$ cat config.mk
export PLATFORM = sky130hd
export DESIGN_NAME = md_issue_ctrl_flat
export DESIGN_NICKNAME = d
export VERILOG_FILES = /design/src/rtl/md_issue_ctrl_if.sv /design/src/rtl/md_issue_ctrl.sv /design/src/flat_wrapper.sv
export SDC_FILE = /design/constraint.sdc
export NUM_CORES = 1
export LEC_CHECK = 0
export ABC_AREA = 1
export CORE_MARGIN = 4
export CORE_UTILIZATION = 40
export CTS_BUF_LIST = sky130_fd_sc_hd__clkbuf_4 sky130_fd_sc_hd__clkbuf_8
export CTS_CLUSTER_DIAMETER = 100
export DETAILED_ROUTE_END_ITERATION = 6
export PLACE_DENSITY_LB_ADDON = 0.3
export SETUP_SLACK_MARGIN = 0.15
export SLEW_MARGIN = 15
export SYNTH_ARGS = -nofsm -noshare
export SYNTH_HDL_FRONTEND = slang
export SYNTH_SLANG_ARGS = --single-unit
$ cat constraint.sdc
create_clock -name clk -period 1.2 [get_ports clk]
set_clock_uncertainty 0.05 [all_clocks]
set_input_delay 0.24 -clock clk [delete_from_list [all_inputs] [get_ports clk]]
set_output_delay 0.24 -clock clk [all_outputs]
set_load 0.02 [all_outputs]
$ cat src/rtl/md_issue_ctrl_if.sv
// E-stage request and MD-unit strobe bundle.
// The controller takes the slave side; the E stage drives the master side.
interface md_issue_ctrl_if #(
    parameter int OP_W = 3
);
    logic            e_md_req;
    logic [OP_W-1:0] e_md_op;
    logic            e_hi_wr;
    logic            e_lo_wr;
    logic            md_start;
    logic [OP_W-1:0] md_op;
    logic            md_hi_write;
    logic            md_lo_write;

    modport master (
        output e_md_req, e_md_op, e_hi_wr, e_lo_wr,
        input  md_start, md_op, md_hi_write, md_lo_write
    );

    modport slave (
        input  e_md_req, e_md_op, e_hi_wr, e_lo_wr,
        output md_start, md_op, md_hi_write, md_lo_write
    );
endinterface

$ cat src/rtl/md_issue_ctrl.sv
// Multiply/divide issue and hazard controller.
// Counts operation latency, stalls D on HI/LO use, flags bad issue.
module md_issue_ctrl #(
    parameter int MULT_LAT = 5,
    parameter int DIV_LAT  = 10,
    parameter int OP_W     = 3
) (
    input  logic            clk,
    input  logic            reset,
    md_issue_ctrl_if.slave  md,
    input  logic            d_md_use,
    output logic            busy,
    output logic            stall,
    output logic            done,
    output logic [OP_W-1:0] cur_op,
    output logic            err
);
    localparam int CW = 5;

    typedef enum logic {
        IDLE = 1'b0,
        RUN  = 1'b1
    } state_t;

    state_t          state, state_n;
    logic [CW-1:0]   cnt, cnt_n;
    logic            done_n;
    logic [OP_W-1:0] cur_op_n;
    logic            err_n;
    logic            valid_op;
    logic            is_div;
    logic            issue;
    logic            multi_req;
    logic            bad;

    assign busy = (state == RUN);

    // Issue decode and MD-unit strobes; HI wins over LO.
    always_comb begin
        valid_op       = (md.e_md_op <= OP_W'(4));
        is_div         = (md.e_md_op == OP_W'(2)) ||
                         (md.e_md_op == OP_W'(3));
        issue          = md.e_md_req & ~busy & valid_op;
        md.md_start    = issue;
        md.md_op       = md.e_md_op;
        md.md_hi_write = md.e_hi_wr & ~busy & ~md.e_md_req;
        md.md_lo_write = md.e_lo_wr & ~busy & ~md.e_md_req &
                         ~md.e_hi_wr;
        stall          = d_md_use & (busy | md.e_md_req |
                                     md.e_hi_wr | md.e_lo_wr);
    end

    // Illegal issue detection, sticky until reset.
    always_comb begin
        multi_req = (md.e_md_req & md.e_hi_wr) |
                    (md.e_md_req & md.e_lo_wr) |
                    (md.e_hi_wr  & md.e_lo_wr);
        bad       = (md.e_md_req & busy) |
                    (md.e_md_req & ~valid_op) |
                    ((md.e_hi_wr | md.e_lo_wr) & busy) |
                    multi_req;
        err_n     = err | bad;
    end

    // Next state: load latency on issue, count down while running.
    always_comb begin
        state_n  = state;
        cnt_n    = cnt;
        done_n   = 1'b0;
        cur_op_n = cur_op;
        unique case (state)
            IDLE: begin
                if (issue) begin
                    cnt_n    = is_div ? CW'(DIV_LAT) : CW'(MULT_LAT);
                    cur_op_n = md.e_md_op;
                    state_n  = RUN;
                end
            end
            RUN: begin
                cnt_n = cnt - CW'(1);
                if (cnt == CW'(1)) begin
                    state_n = IDLE;
                    done_n  = 1'b1;
                end
            end
            default: begin
                state_n = IDLE;
                cnt_n   = '0;
            end
        endcase
    end

    // State, counter and status registers.
    always_ff @(posedge clk) begin
        if (reset) begin
            state  <= IDLE;
            cnt    <= '0;
            done   <= 1'b0;
            cur_op <= '0;
            err    <= 1'b0;
        end else begin
            state  <= state_n;
            cnt    <= cnt_n;
            done   <= done_n;
            cur_op <= cur_op_n;
            err    <= err_n;
        end
    end
endmodule
$ cat src/flat_wrapper.sv
// flat-port wrapper written by rule: the top's interface ports become plain ports
module md_issue_ctrl_flat 
#(
    parameter int MULT_LAT = 5,
    parameter int DIV_LAT  = 10,
    parameter int OP_W     = 3
)
  (clk, reset, d_md_use, busy, stall, done, cur_op, err, md_e_md_req, md_e_md_op, md_e_hi_wr, md_e_lo_wr, md_md_start, md_md_op, md_md_hi_write, md_md_lo_write);
  md_issue_ctrl_if #(.OP_W(OP_W)) md_i ();
  input  logic clk;
  input  logic reset;
  input  logic d_md_use;
  output logic busy;
  output logic stall;
  output logic done;
  output logic [OP_W-1:0] cur_op;
  output logic err;
  input wire logic [$bits(md_i.e_md_req)-1:0] md_e_md_req;
  input wire logic [$bits(md_i.e_md_op)-1:0] md_e_md_op;
  input wire logic [$bits(md_i.e_hi_wr)-1:0] md_e_hi_wr;
  input wire logic [$bits(md_i.e_lo_wr)-1:0] md_e_lo_wr;
  output wire logic [$bits(md_i.md_start)-1:0] md_md_start;
  output wire logic [$bits(md_i.md_op)-1:0] md_md_op;
  output wire logic [$bits(md_i.md_hi_write)-1:0] md_md_hi_write;
  output wire logic [$bits(md_i.md_lo_write)-1:0] md_md_lo_write;
  assign md_i.e_md_req = md_e_md_req;
  assign md_i.e_md_op = md_e_md_op;
  assign md_i.e_hi_wr = md_e_hi_wr;
  assign md_i.e_lo_wr = md_e_lo_wr;
  assign md_md_start = md_i.md_start;
  assign md_md_op = md_i.md_op;
  assign md_md_hi_write = md_i.md_hi_write;
  assign md_md_lo_write = md_i.md_lo_write;
  md_issue_ctrl #(.MULT_LAT(MULT_LAT), .DIV_LAT(DIV_LAT), .OP_W(OP_W)) u_core (.clk(clk), .reset(reset), .md(md_i), .d_md_use(d_md_use), .busy(busy), .stall(stall), .done(done), .cur_op(cur_op), .err(err));
endmodule
-- After elaboration in Yosys (flattened, before gate mapping)
Cells that the tools add are included.
- add/subtract/negate cells: 1
- reduce and logical (&&, ||, !) cells: 3
- $lt $le $gt $ge: 1
- muxes and demuxes: 7
- equal/unequal tests: 4
- bitwise operators: 28
- operators with widths (operator ; count):
    1-bit bitwise AND ; 14
    1-bit bitwise OR ; 10
    5-bit one-hot mux with 2 select lines ; 1
    3-bit by 2-bit == test with 1-bit output (second input constant) ; 2
    5-bit by 1-bit == test with 1-bit output (second input constant) ; 1
    5-bit two-way mux ; 1
    5-bit by 1-bit subtractor with 5-bit output (second input constant) ; 1
    4-bit two-way mux ; 1
    1-bit NOT ; 4
    3-bit less-or-equal comparator (second input constant) ; 1
    1-bit two-way mux ; 3
    2-bit != test (second input constant) ; 1
    1-bit one-hot mux with 2 select lines ; 1
    2-bit AND reduction ; 1
    2-bit OR reduction ; 1
    1-bit logical OR ; 1
- output and inout bits: 13
- bits in registers: 11

-- Logic depth before layout (Yosys ltp)
Gate-level depths: netlist (run 1).
- depth after elaboration: 7
- depth in mapped cells: 7

-- Worst setup path before layout (run 1)
OpenSTA, ideal clock, no wires.
- path type: reg-to-output
- start point: register u_core.state (netlist: u_core.busy)
- end point: output port md_md_hi_write
- arrival: 1.034 ns
- stages on the path, launching flop included: 3
- path buffers: 1
- slack: -0.124 ns
- data required time: 0.910 ns
- path through: dfxtp_1 -> buf_6 -> nor3_1
- cells in the longest elaborated chain, start to end: 3
- RTL lines (element ; line ; text):
    start: declaration ; md_issue_ctrl.sv:25 ; state_t state, state_n;
    start signal: assignment ; md_issue_ctrl.sv:102 ; state <= state_n;
    1-bit NOT (no source line) ; -- ;
    1-bit bitwise AND (2 in a row) ; md_issue_ctrl.sv:46 ; md.md_hi_write = md.e_hi_wr & ~busy & ~md.e_md_req;
    end: declaration ; flat_wrapper.sv:24 ; output wire logic [$bits(md_i.md_hi_write)-1:0] md_md_hi_write;
Every way passes these cells.

-- Worst setup path in the final report (run 1)
- start point: register u_core.state (netlist: u_core.busy)
- end point: output port busy
- RTL lines (element ; line ; text):
    end: declaration ; flat_wrapper.sv:13 ; output logic busy;
No word-level cell between the ends.

==> summary.txt, run 1 <==
Critical path
  • Reg-to-reg startpoint: u_core.busy
  • Kind of end point of the critical path: output pin
  • CP Data Arrival Time: 1140 ps
  • Required arrival time at the worst endpoint: around 900 ps
  • Max FO, Critical Path: 4
  • R2R Setup Slk: -190 ps
  • Crit start category: register
  • Reg2reg path depth: 9
  • Critical path class: reg2out
  • Beginning of the critical path: u_core.busy
  • RR Endpoint: u_core.cnt[1]

Detailed routing
  • Via count: 745
  • Post-detailed-routing wire length: 2001 um
  • First-pass DRT Iterations: 4
  • DRC marker count from the first detailed-route iteration: 22
  • WL per Instance: approximately 14 um
  • Via density: around 5.3
  • DR DRC count: 0
  • Remaining antenna violation count: 0

GRT
  • Global-route wire length before repair: between 2000 and 3000 um
  • Antenna violations before repair: 0
  • Overflow left after global routing: 0
  • Number of global-route vias before repair: approximately 630
  • Global router's overall resource usage: 0.1712
  • Largest net degree at the start of global routing: 8

Place
  • Total placed instance area: roughly 900 um^2
  • DP HPWL: approximately 1100 um
  • Post-Place Cells: 124
  • Routability congestion estimate from global placement: 0.8005
  • Count of input and output buffers: 21

Clock network
  • Number of buffers between clock root and the deepest sink: 2
  • Clock slew at reported path FFs: around 80 ps
  • Clock sink count: 11
  • H-tree depth: 1
  • CTS root buf: clkbuf_4
  • CTS tree: built
  • Clock latency at the later pin of the worst-skew pair: between 200 and 300 ps
  • Hold-fix buffers at CTS: 0
  • Clock buffers created by TritonCTS: 3

Die
  • Count of boundary I/O pins: 22
  • Chip Width: between 40 and 50 um
  • Starting utilization of the core area: 0.4423
  • Overall die area: 2197 um^2
  • Core outline area: roughly 1400 um^2
  • # rows: 13
  • Height of the chip: between 40 and 50 um

Power and ir drop
  • Maximum resistive drop on vdd: about 770 uV
  • Switching share of power: 0.3496
  • P per Cell Area: about 1100 nW/um^2
  • Leakage power of the design: slightly above 0.5 nW
  • Clock share of power: 0.239
  • Final total power: between 0.001 and 0.0015 W
  • Net switching power of the design: between 0.0004 and 0.0005 W
  • Sequential share of power: 0.357
  • Combinational share of power: 0.404
  • Internal: 0.0008005 W

Hold path
  • Worst hold path cell count: 3
  • Path class of the lowest-slack min-delay path: in2reg
  • Endpoint, Worst Hold: u_core.err
  • Startpoint of the tightest hold check path: md_e_md_req

STA
  • Fin. Hold Viols: 0
  • Worst relative slew slack: 0.8648
  • Setup TNS: -1741 ps
  • Final Setup Violations: 12
  • Final Critical Period: ~1400 ps
  • Top achievable clock speed: around 0.7 GHz
  • Worst-margin pin slew: between 200 and 250 ps
  • Total count of max-transition violations in the final report: 0
  • Final setup slack of the worst path: -225.0 ps
  • RSZ-0062 raised after global routing: true
  • Fraction of the cycle the final worst path needs: 1.188

Yosys
  • Yosys Warn Count: 0
  • Number of distinct library cells after synthesis: 20
  • Synth Register Bits: 11
  • Average footprint of a synthesized cell: between 7 and 8 um^2
  • Number of nets produced by synthesis: 94
  • Combined area of all synthesized cells: about 600 um^2
  • Gate Count Post-Synth: slightly above 80
  • Proportion of synthesized chip area in sequential cells: 0.3644

Final layout
  • Share of cells above drive strength 1: 0.6240
  • Synth-to-Final Area Change: 84.47%
  • Final net count: about 140
  • Area of all placed cells without fillers: 1115 um^2
  • Count of non-filler cells in the finished layout: 140
  • Final cell utilization of the core: 0.8159
  • Ant diodes: 0

Run status
  • Outcome: finished, violations left
  • Failing checks: negative setup slack

Job
  • Max capacitance violation total: 0
## cells in the mapped netlist
cell type	instances	area (um^2)
a21oi_1	6	30.03
inv_1	7	26.28
buf_6	1	11.26
ha_1	2	25.02
nand2_1	12	45.04
nor2_1	12	45.04
dfxtp_1	11	220.2
o21ai_4	1	16.27
nor3_1	2	10.01
o21ai_1	8	40.04
nand2_4	2	22.52
xnor2_1	1	8.760
o211ai_1	1	7.510
buf_4	3	22.52
nor2_4	1	11.26
inv_2	4	15.01
clkinv_2	1	5.000
nand3b_1	1	7.510
o21ai_0	1	5.000
nand3_1	6	30.03
## layer usage
layer	up-vias	share of wire	global-route usage
met5	-	0	0
li1	351	-	-
met1	352	0.38	0.1959
met4	0	0.035	0.09945
met3	6	0.079	0.03448
met2	36	0.50	0.2927
## flip-flops by register name, indices dropped and copies added (netlist names)
register       count
u_core.done        1
u_core.cnt         5
u_core.err         1
u_core.busy        1
u_core.cur_op      3
## critical path, stage by stage, from the launching register on
cell and delay, ps:
dfxtp_4 370, buf_4 130, buf_6 100, buf_8 120, buf_6 120
## per-stage QoR
| step | hold slack (ps) | worst slack [ps] |
|---|---|---|
| after floorplan | 249.4 | 52.61 |
| after global placement | 401.5 | -841.8 |
| after detailed placement | 408.1 | -846.5 |
| after CTS | 399.5 | -210.1 |
| after global routing | 330.1 | -254.3 |
| final | 295.9 | -225.0 |
## worst max path at each step
stage / to / slack [ps]
2_1_floorplan: stall / 50
3_3_place_gp: md_md_start / -840
3_5_place_dp: md_md_start / -850
4_1_cts: stall / -210
5_1_grt: stall / -250
6_report: busy / -230
## power groups by stage
stage / sequential, W / combinational, W / clock [W]
after floorplan: 0.000445 / 0.000208 / 0
final: 0.000439 / 0.000497 / 0.000294
after global placement: 0.000435 / 0.000352 / 0
after CTS: 0.000434 / 0.000398 / 0.000293
after global routing: 0.000443 / 0.000531 / 0.000304
after detailed placement: 0.000437 / 0.000359 / 0
## layout make-up
cell class,count,area [um^2]
clock buffers,4,30.03
repair buffers,41,385.4
well taps,15,18.77
fillers,88,251.5
flip-flops and latches,11,231.5
multi-input cells,56,381.6
inverters,12,61.31
repair inverters,1,6.256
## cell families (layout without fill, tap and decap cells)
group | Yosys count | in the layout | share of synthesized area
and+or+nand+nor | 36 | 36 | 0.2836
AOI/OAI and AO/OA | 17 | 17 | 0.1636
buffers and inverters | 16 | 58 | 0.1325
DFF | 11 | 11 | 0.3644
adders and majority gates | 2 | 2 | 0.04140
xor gates and xnor gates | 1 | 1 | 0.01450
## layout by cell type (no fill, tap or decap), types with 2 or more instances in the layout
cell / n
buf_6: 10
inv_1: 5
inv_2: 4
o21ai_1: 3
buf_4: 19
dfxtp_2: 6
buf_12: 2
nor2_1: 9
clkbuf_4: 4
nand2_2: 3
dfxtp_1: 4
dlygate4sd2_1: 2
o21ai_2: 6
clkdlybuf4s50_1: 2
a21oi_1: 5
nand3_1: 4
inv_4: 2
buf_2: 2
clkdlybuf4s15_2: 2
nor2_4: 2
nor2_2: 2
nand3_2: 2
nand2_1: 9
nor3_2: 2
## repair_timing
action | in CTS | in global routing
pin swaps | 6 | 4
endpoints found under the hold margin | 0 | 0
gates resized for setup | 95 | 20
endpoints found under the setup margin | 23 | 19
cloned | 1 | 0
setup buffers | 5 | 6
Note: power is estimated with default switching activity, not from simulation.
==> inputs of run 2 (changes only) <==
--- a/config.mk
+++ b/config.mk
@@ -10,9 +10,10 @@
 export CORE_UTILIZATION = 40
 export CTS_BUF_LIST = sky130_fd_sc_hd__clkbuf_4 sky130_fd_sc_hd__clkbuf_8
 export CTS_CLUSTER_DIAMETER = 100
+export CTS_CLUSTER_SIZE = 10
 export DETAILED_ROUTE_END_ITERATION = 6
 export PLACE_DENSITY_LB_ADDON = 0.3
-export SETUP_SLACK_MARGIN = 0.15
+export SETUP_SLACK_MARGIN = 0.5
 export SLEW_MARGIN = 15
 export SYNTH_ARGS = -nofsm -noshare
 export SYNTH_HDL_FRONTEND = slang
==> summary.txt, run 2 (synthesis gave the netlist of run 1 again) <==
Run status
  • Outcome: finished, violations left (unchanged)
  • Failing checks: negative setup slack (unchanged)

Final layout
  • Count of non-filler cells in the finished layout: 137 (was 140)
  • Register bank with the most flops: u_core.cnt (unchanged)
  • Leading cell types in the layout, fill and taps excluded: buf_6, buf_4, nand2_1, nor2_1, dfxtp_2 (was buf_4, buf_6, nand2_1, nor2_1)
  • Final net count: 134 (was 137)
  • Final cell utilization of the core: 0.8260 (was 0.8159)
  • Share of cells above drive strength 1: 0.6311 (was 0.6240)
  • Sequential cell area in the final layout: 232.7 um^2 (was 231.5 um^2)
  • Synth-to-Final Area Change: 86.75% (was 84.47%)
  • Area of combinational cells with multiple inputs: 400.4 um^2 (was 381.6 um^2)
  • Ant diodes: 0 (unchanged)
  • Commonest non-fill, non-tap cell in the layout: buf_6 (was buf_4)
  • Fill cell count: 69 (was 88)
  • Largest registers ranked by flip-flop count: u_core.cnt x5, u_core.cur_op x3 (unchanged)
  • Largest register FFs: 5 (unchanged)

Hold path
  • Path class of the lowest-slack min-delay path: in2reg (unchanged)

Clock network
  • Number of buffers between clock root and the deepest sink: 2 (unchanged)
  • Clock sink count: 11 (unchanged)
  • CTS root buf: clkbuf_4 (unchanged)
  • Clock slew at reported path FFs: 80 ps (about the same)
  • H-tree depth: 1 (unchanged)
  • Hold-fix buffers at CTS: 0 (unchanged)
  • Clock latency at the later pin of the worst-skew pair: 280 ps (was 290 ps)
  • CTS tree: built (unchanged)
  • Clock buffers created by TritonCTS: 3 (unchanged)

Power and ir drop
  • Internal: 0.0007874 W (was 0.0008005 W)
  • Clock share of power: 0.241 (was 0.239)
  • Leakage power of the design: 0.5190 nW (was 0.5177 nW)
  • Sequential share of power: 0.363 (was 0.357)
  • Maximum resistive drop on vdd: 787.6 uV (was 769.1 uV)
  • Switching share of power: 0.3515 (was 0.3496)
  • P per Cell Area: 1076 nW/um^2 (was 1104 nW/um^2)
  • Final total power: 0.001214 W (was 0.001231 W)
  • Combinational share of power: 0.396 (was 0.404)
  • Net switching power of the design: 0.0004267 W (was 0.0004302 W)

Die
  • Overall die area: 2197 um^2 (unchanged)
  • Height of the chip: 46.87 um (unchanged)
  • Starting utilization of the core area: 0.4423 (unchanged)
  • # rows: 13 (unchanged)
  • Count of boundary I/O pins: 22 (unchanged)
  • Chip Width: 46.87 um (unchanged)
  • Core outline area: 1366 um^2 (unchanged)

STA
  • Final Critical Period: 1405 ps (was 1425 ps)
  • Final setup slack of the worst path: -204.9 ps (was -225.0 ps)
  • Setup TNS: -1088 ps (was -1741 ps)
  • RSZ-0062 raised after global routing: true (unchanged)
  • Worst relative slew slack: 0.8372 (was 0.8648)
  • Fraction of the cycle the final worst path needs: 1.171 (was 1.188)
  • Worst-margin pin slew: 241.7 ps (was 202.5 ps)
  • Final worst hold slack: 341.1 ps (was 295.9 ps)
  • Final Setup Violations: 10 (was 12)
  • Top achievable clock speed: 0.7118 GHz (was 0.7018 GHz)
  • Total count of max-transition violations in the final report: 0 (unchanged)
  • Fin. Hold Viols: 0 (unchanged)

Detailed routing
  • Post-detailed-routing wire length: 1999 um (was 2001 um)
  • WL per Instance: 14.59 um (was 14.29 um)
  • Remaining antenna violation count: 0 (unchanged)
  • First-pass DRT Iterations: 4 (unchanged)
  • Via density: 5.182 (was 5.321)
  • Via count: 710 (was 745)
  • DR DRC count: 0 (unchanged)
  • DRC marker count from the first detailed-route iteration: 29 (was 22)

GRT
  • Largest net degree at the start of global routing: 8 (unchanged)
  • Antenna violations before repair: 0 (unchanged)
  • Number of global-route vias before repair: 687 (was 629)
  • Global router's overall resource usage: 0.1874 (was 0.1712)
  • Global-route wire length before repair: 2829 um (was 2663 um)
  • Overflow left after global routing: 0 (unchanged)

Place
  • Post-Place Cells: 124 (unchanged)
  • Count of input and output buffers: 21 (unchanged)
  • DP HPWL: 1115 um (was 1146 um)
  • Routability congestion estimate from global placement: 0.7379 (was 0.8005)

Job
  • Max capacitance violation total: 0 (unchanged)

Critical path
  • CP Data Arrival Time: 1110 ps (was 1140 ps)
  • Crit start category: register (unchanged)
  • Required arrival time at the worst endpoint: 910 ps (about the same)
  • Critical path class: reg2out (unchanged)
  • Max FO, Critical Path: 3 (was 4)
  • Kind of end point of the critical path: output pin (unchanged)
==> run 2: changes by cell type in the layout (fill, tap and decap cells not counted), sizes merged <==
cell           change
clkdlybuf4s15      -2
buf                -1
clkinv             -1
inv                +1
==> run 2: final timing paths <==
kind / endpoint / slack [ps] / from / cells past startpoint
setup / recovery: stall / -200 / u_core.busy / 5
hold / removal: u_core.err / 340 / md_e_md_req / 3
hold reg to reg: u_core.cur_op[2] / 440 / u_core.cur_op[2] / 2
setup reg to reg: u_core.err / -130 / u_core.busy / 7
==> run 2: power groups by stage <==
stage,Clock (W),Sequential (W),Combinational (W)
global route,0.000307,0.000443,0.000518
finish,0.000293,0.000440,0.000481
floorplan,0,0.000448,0.000209
CTS,0.000289,0.000435,0.000410
global placement,0,0.000438,0.000355
detailed placement,0,0.000440,0.000362
==> run 2: final cells by class <==
class	instances	area share
timing repair buffer	38	0.3404
tap	15	0.01663
sequential	11	0.2062
multi-input combinational	56	0.3548
inverter	12	0.04989
timing repair inverter	1	0.005543
clock buffer	4	0.02661
==> run 2: repair_timing <==
| action | in CTS | in global routing |
|---|---|---|
| buffers inserted | 5 | 3 |
| gates resized for setup | 112 | 18 |
| pin swaps | 4 | 8 |
| setup endpoints to repair | 24 | 24 |
| gates cloned | 1 | 0 |
==> run 2: layer usage <==
layer  up-vias  track usage  routed length (um)
met4         0       0.1436                  47
met3         5      0.03448                 132
met2        34       0.3252                1052
met5         -            0                   0
li1        347            -                   -
met1       324       0.1977                 767
==> run 2: per-stage QoR <==
step                area [um^2]  setup WS (ps)
floorplan                 649.4          52.61
global placement          912.1         -830.1
detailed placement        912.1         -845.3
CTS                        1041         -195.1
global route               1129         -252.8
finish                     1129         -204.9
==> run 2: worst max-delay path, stage by stage, from the launching register on <==
cell and delay [ps]:
dfxtp_4 370, nor2_4 100, nand2_2 80, o21ai_2 120, inv_2 40, buf_6 120
==> inputs of run 3 (changes only) <==
--- a/config.mk
+++ b/config.mk
@@ -7,7 +7,7 @@
 export LEC_CHECK = 0
 export ABC_AREA = 1
 export CORE_MARGIN = 4
-export CORE_UTILIZATION = 40
+export CORE_UTILIZATION = 45
 export CTS_BUF_LIST = sky130_fd_sc_hd__clkbuf_4 sky130_fd_sc_hd__clkbuf_8
 export CTS_CLUSTER_DIAMETER = 100
 export CTS_CLUSTER_SIZE = 10
==> summary.txt, run 3 <==
Run status
  • Outcome: did not finish (was finished, violations left)
  • Halt Stage: 5_1_grt
  • Log Error: [ERROR DPL-0038] Utilization greater than 100%, impossible to legalize

Clock network
  • Clock buffers created by TritonCTS: 3 (unchanged)
  • CTS root buf: clkbuf_4 (unchanged)
  • H-tree depth: 1 (unchanged)
  • Number of buffers between clock root and the deepest sink: 2 (unchanged)
  • Hold-fix buffers at CTS: 0 (unchanged)
  • Clock sink count: 11 (unchanged)

Yosys
  • Portion of netlist area occupied by mux cells: 0 (unchanged)
  • Number of nets produced by synthesis: 94 (unchanged)
  • Main combinational cell family by area after synthesis: simple AND/OR/NAND/NOR gates (unchanged)
  • Adder-Cell Fraction of Synth Area: 0.04141 (unchanged)
  • Most area-consuming cells after synthesis: dfxtp_1, nand2_1, nor2_1, o21ai_1, a21oi_1 (unchanged)
  • Number of flops mapped to enable cells by yosys: 0 (unchanged)
  • Proportion of synthesized chip area in sequential cells: 0.3644 (unchanged)
  • Fraction of synthesized cell area in xor and xnor cells: 0.01449 (unchanged)
  • Number of distinct library cells after synthesis: 20 (unchanged)
  • Synth Register Bits: 11 (unchanged)
  • Combined area of all synthesized cells: 604.3 um^2 (unchanged)
  • Yosys Warn Count: 0 (unchanged)
  • Share of the synthesized area in compound gates (AO/OA/AOI/OAI): 0.1636 (unchanged)
  • Post-synthesis async set-or-reset flop share: 0 (unchanged)
  • Gate Count Post-Synth: 83 (unchanged)
  • Portion of synthesized cell area occupied by the leading cell type: 0.3644 (unchanged)
  • Cell taking the most area after synthesis: dfxtp_1 (unchanged)
  • Synth Flop Type: dfxtp_1 (unchanged)
  • Average footprint of a synthesized cell: 7.281 um^2 (unchanged)
  • Top post-synthesis cells by count: nand2_1, nor2_1, dfxtp_1 (unchanged)
  • Synthesized-area fraction occupied by and/or/nand/nor cells: 0.2836 (unchanged)

Die
  • Starting utilization of the core area: 0.5095 (was 0.4423)
  • Height of the chip: 44.65 um (was 46.87 um)
  • Count of boundary I/O pins: 22 (unchanged)
  • # rows: 12 (was 13)
  • Chip Width: 44.65 um (was 46.87 um)

STA
  • Worst endpoint type: primary output
  • Grt repair worst endpoint: stall

Place
  • Count of input and output buffers: 21 (unchanged)
  • DP HPWL: 1182 um (was 1115 um)
  • Routability congestion estimate from global placement: 0.7278 (was 0.7379)

GRT
  • Largest net degree at the start of global routing: 8
[run 3: cell counts after synthesis]
Identical to the previous run, type by type.
[run 3: cell families after synthesis]
family | count (synthesis)
and+or+nand+nor | 36
AOI/OAI and AO/OA | 17
buffers and inverters | 16
DFF | 11
adders and majority gates | 2
xor gates and xnor gates | 1
[run 3: stage by stage]
step	setup WS [ps]	cell area (um^2)	TNS [ps]	cells	utilization
CTS	-210.0	1097	-948.9	136	0.9251
detailed placement	-805.2	918.4	-8743	124	0.7743
global placement	-791.6	918.4	-8358	124	0.7743
floorplan	52.61	649.4	0	83	-
[run 3: what timing repair did]
action / in CTS
setup endpoints to repair: 24
pin swaps: 7
endpoints found under the hold margin: 0
gates resized for setup: 118
cloned: 1
setup buffers: 7
==> inputs of run 4 (changes only) <==
==> config.mk (replaced) <==
export PLATFORM = sky130hd
export DESIGN_NAME = md_issue_ctrl_flat
export DESIGN_NICKNAME = d
export VERILOG_FILES = /design/src/rtl/md_issue_ctrl_if.sv /design/src/rtl/md_issue_ctrl.sv /design/src/flat_wrapper.sv
export SDC_FILE = /design/constraint.sdc
export NUM_CORES = 1
export LEC_CHECK = 0
export ABC_AREA = 1
export CORE_AREA = 4 4 65 67
export DETAILED_ROUTE_END_ITERATION = 6
export DIE_AREA = 0 0 69 71
export PLACE_DENSITY_LB_ADDON = 0.15
export SLEW_MARGIN = 15
export SYNTH_ARGS = -nofsm -noshare
export SYNTH_HDL_FRONTEND = slang
export SYNTH_SLANG_ARGS = --single-unit
==> summary.txt, run 4 (synthesis gave the netlist of run 1 again) <==
Die
  • Count of boundary I/O pins: 22 (unchanged)
  • Height of the chip: 71 um (was 44.65 um)
  • Overall die area: slightly below 5000 um^2
  • # rows: 22 (was 12)
  • Core outline area: 3633 um^2
  • Starting utilization of the core area: 0.1663 (was 0.5095)
  • Chip Width: 69 um (was 44.65 um)

Final layout
  • Ant diodes: 0
  • Synth-to-Final Area Change: 74.53%
  • Sequential cell area in the final layout: around 230 um^2
  • Area of all placed cells without fillers: between 1000 and 1500 um^2
  • Final net count: 134
  • Largest registers ranked by flip-flop count: u_core.cnt x5, u_core.cur_op x3
  • Area of combinational cells with multiple inputs: 355.3 um^2
  • Leading cell types in the layout, fill and taps excluded: buf_4, nand2_1, nor2_1, o21ai_1, dfxtp_1
  • Register bank with the most flops: u_core.cnt
  • Commonest non-fill, non-tap cell in the layout: buf_4
  • Largest register FFs: 5
  • Share of cells above drive strength 1: 0.4344
  • Count of non-filler cells in the finished layout: between 150 and 200
  • Fill cell count: 420

STA
  • Top achievable clock speed: roughly 0.73 GHz
  • Final worst hold slack: 328.3 ps
  • RSZ-0062 raised after global routing: true
  • Final setup slack of the worst path: -166.0 ps
  • Worst-margin pin slew: 223.7 ps
  • Fin. Hold Viols: 0
  • Final Critical Period: 1366 ps
  • Fraction of the cycle the final worst path needs: 1.138
  • Worst relative slew slack: 0.8505
  • Total count of max-transition violations in the final report: 0
  • Final Setup Violations: 4

GRT
  • Antenna violations before repair: 0
  • Global router's overall resource usage: 0.07347
  • Global-route wire length before repair: 2884 um
  • Overflow left after global routing: 0
  • Largest net degree at the start of global routing: 10
  • Number of global-route vias before repair: about 610

Detailed routing
  • Via density: roughly 3.8
  • Met1 WL: around 850 um
  • Via count: 650
  • Routed wl met3: slightly above 70 um
  • First-pass DRT Iterations: 4
  • DR DRC count: 0
  • WL per Instance: approximately 10 um
  • Highest metal layer with signal wires: met4
  • Post-detailed-routing wire length: between 1500 and 2000 um
  • Met2 wirelength from detailed routing: 809 um
  • DRC marker count from the first detailed-route iteration: 10
  • Remaining antenna violation count: 0

Critical path
  • Critical path class: reg2out
  • Required arrival time at the worst endpoint: approximately 910 ps
  • Max FO, Critical Path: 4
  • Crit start category: register
  • CP Data Arrival Time: 1080 ps
  • Kind of end point of the critical path: output pin

Place
  • Routability congestion estimate from global placement: 0.6901 (was 0.7278)
  • DP HPWL: 1293 um (was 1182 um)
  • Post-Place Cells: 161 (was 124)
  • Dpl ws: -837.0 ps (was -805.2 ps)
  • Total placed instance area: 965.9 um^2 (was 918.4 um^2)
  • Count of input and output buffers: 21 (unchanged)

Clock network
  • H-tree depth: 1 (unchanged)
  • Hold-fix buffers at CTS: 0 (unchanged)
  • Number of buffers between clock root and the deepest sink: 2 (unchanged)
  • Clock buffers created by TritonCTS: 3 (unchanged)
  • Clock latency at the later pin of the worst-skew pair: about 240 ps
  • Clock sink count: 11 (unchanged)
  • CTS tree: built
  • CTS root buf: clkbuf_8 (was clkbuf_4)
  • Clock slew at reported path FFs: 50 ps

Power and ir drop
  • P per Cell Area: 1146 nW/um^2
  • Leakage power of the design: about 0.5 nW
  • Maximum resistive drop on vdd: approximately 440 uV

Run status
  • Failing checks: negative setup slack
  • Outcome: finished, violations left (was did not finish)

Job
  • Max capacitance violation total: 0

Hold path
  • Path class of the lowest-slack min-delay path: in2reg
[run 4: path summary, 6_finish.rpt]
kind | start | end | slack (ps) | cells after the start
max | u_core.busy | stall | -170 | 5
min | md_e_md_req | u_core.err | 330 | 3
max reg2reg | u_core.busy | u_core.cnt[0] | 60 | 5
min reg2reg | u_core.cur_op[0] | u_core.cur_op[0] | 430 | 2
[run 4: cell type report]
cell class	count	area share
tap	48	0.05694
multi-input combinational	56	0.3369
inverter	12	0.04626
sequential	11	0.2147
timing repair buffer	39	0.3025
clock buffer	4	0.04270
[run 4: per-layer routing]
metal  up-vias  global-route usage
met3         2             0.02841
met1       288             0.08975
met5         -                   0
li1        342                   -
met2        18              0.1176
met4         0             0.02603
[run 4: stage by stage]
stage	utilization	total power [W]	TNS (ps)
after floorplan	-	0.0006508	0
after global placement	0.2658	0.0008112	-9012
after detailed placement	0.2658	0.0008084	-9154
after CTS	0.2827	0.001197	-501.7
after global routing	0.2903	0.001297	-559.9
final	0.2903	0.001208	-389.9
[run 4: what timing repair did]
action	CTS	global route
pin swaps	6	3
resized for setup	58	14
setup endpoints to repair	22	10
setup buffers	4	1
[run 4: critical path, stage by stage, from the launching register on]
cell,delay [ps]
dfxtp_4,370
nor2_4,110
nand2_4,80
o21ai_2,120
inv_2,40
buf_6,120
[run 4: power breakdown]
part	total (W)	leakage (nW)	internal (W)	switching, W
Sequential	0.000432	0.0919	0.000402	0.0000304
Clock	0.000374	0.0228	0.000233	0.000141
Combinational	0.000402	0.383	0.000194	0.000208
Total	0.00121	0.498	0.000829	0.000379
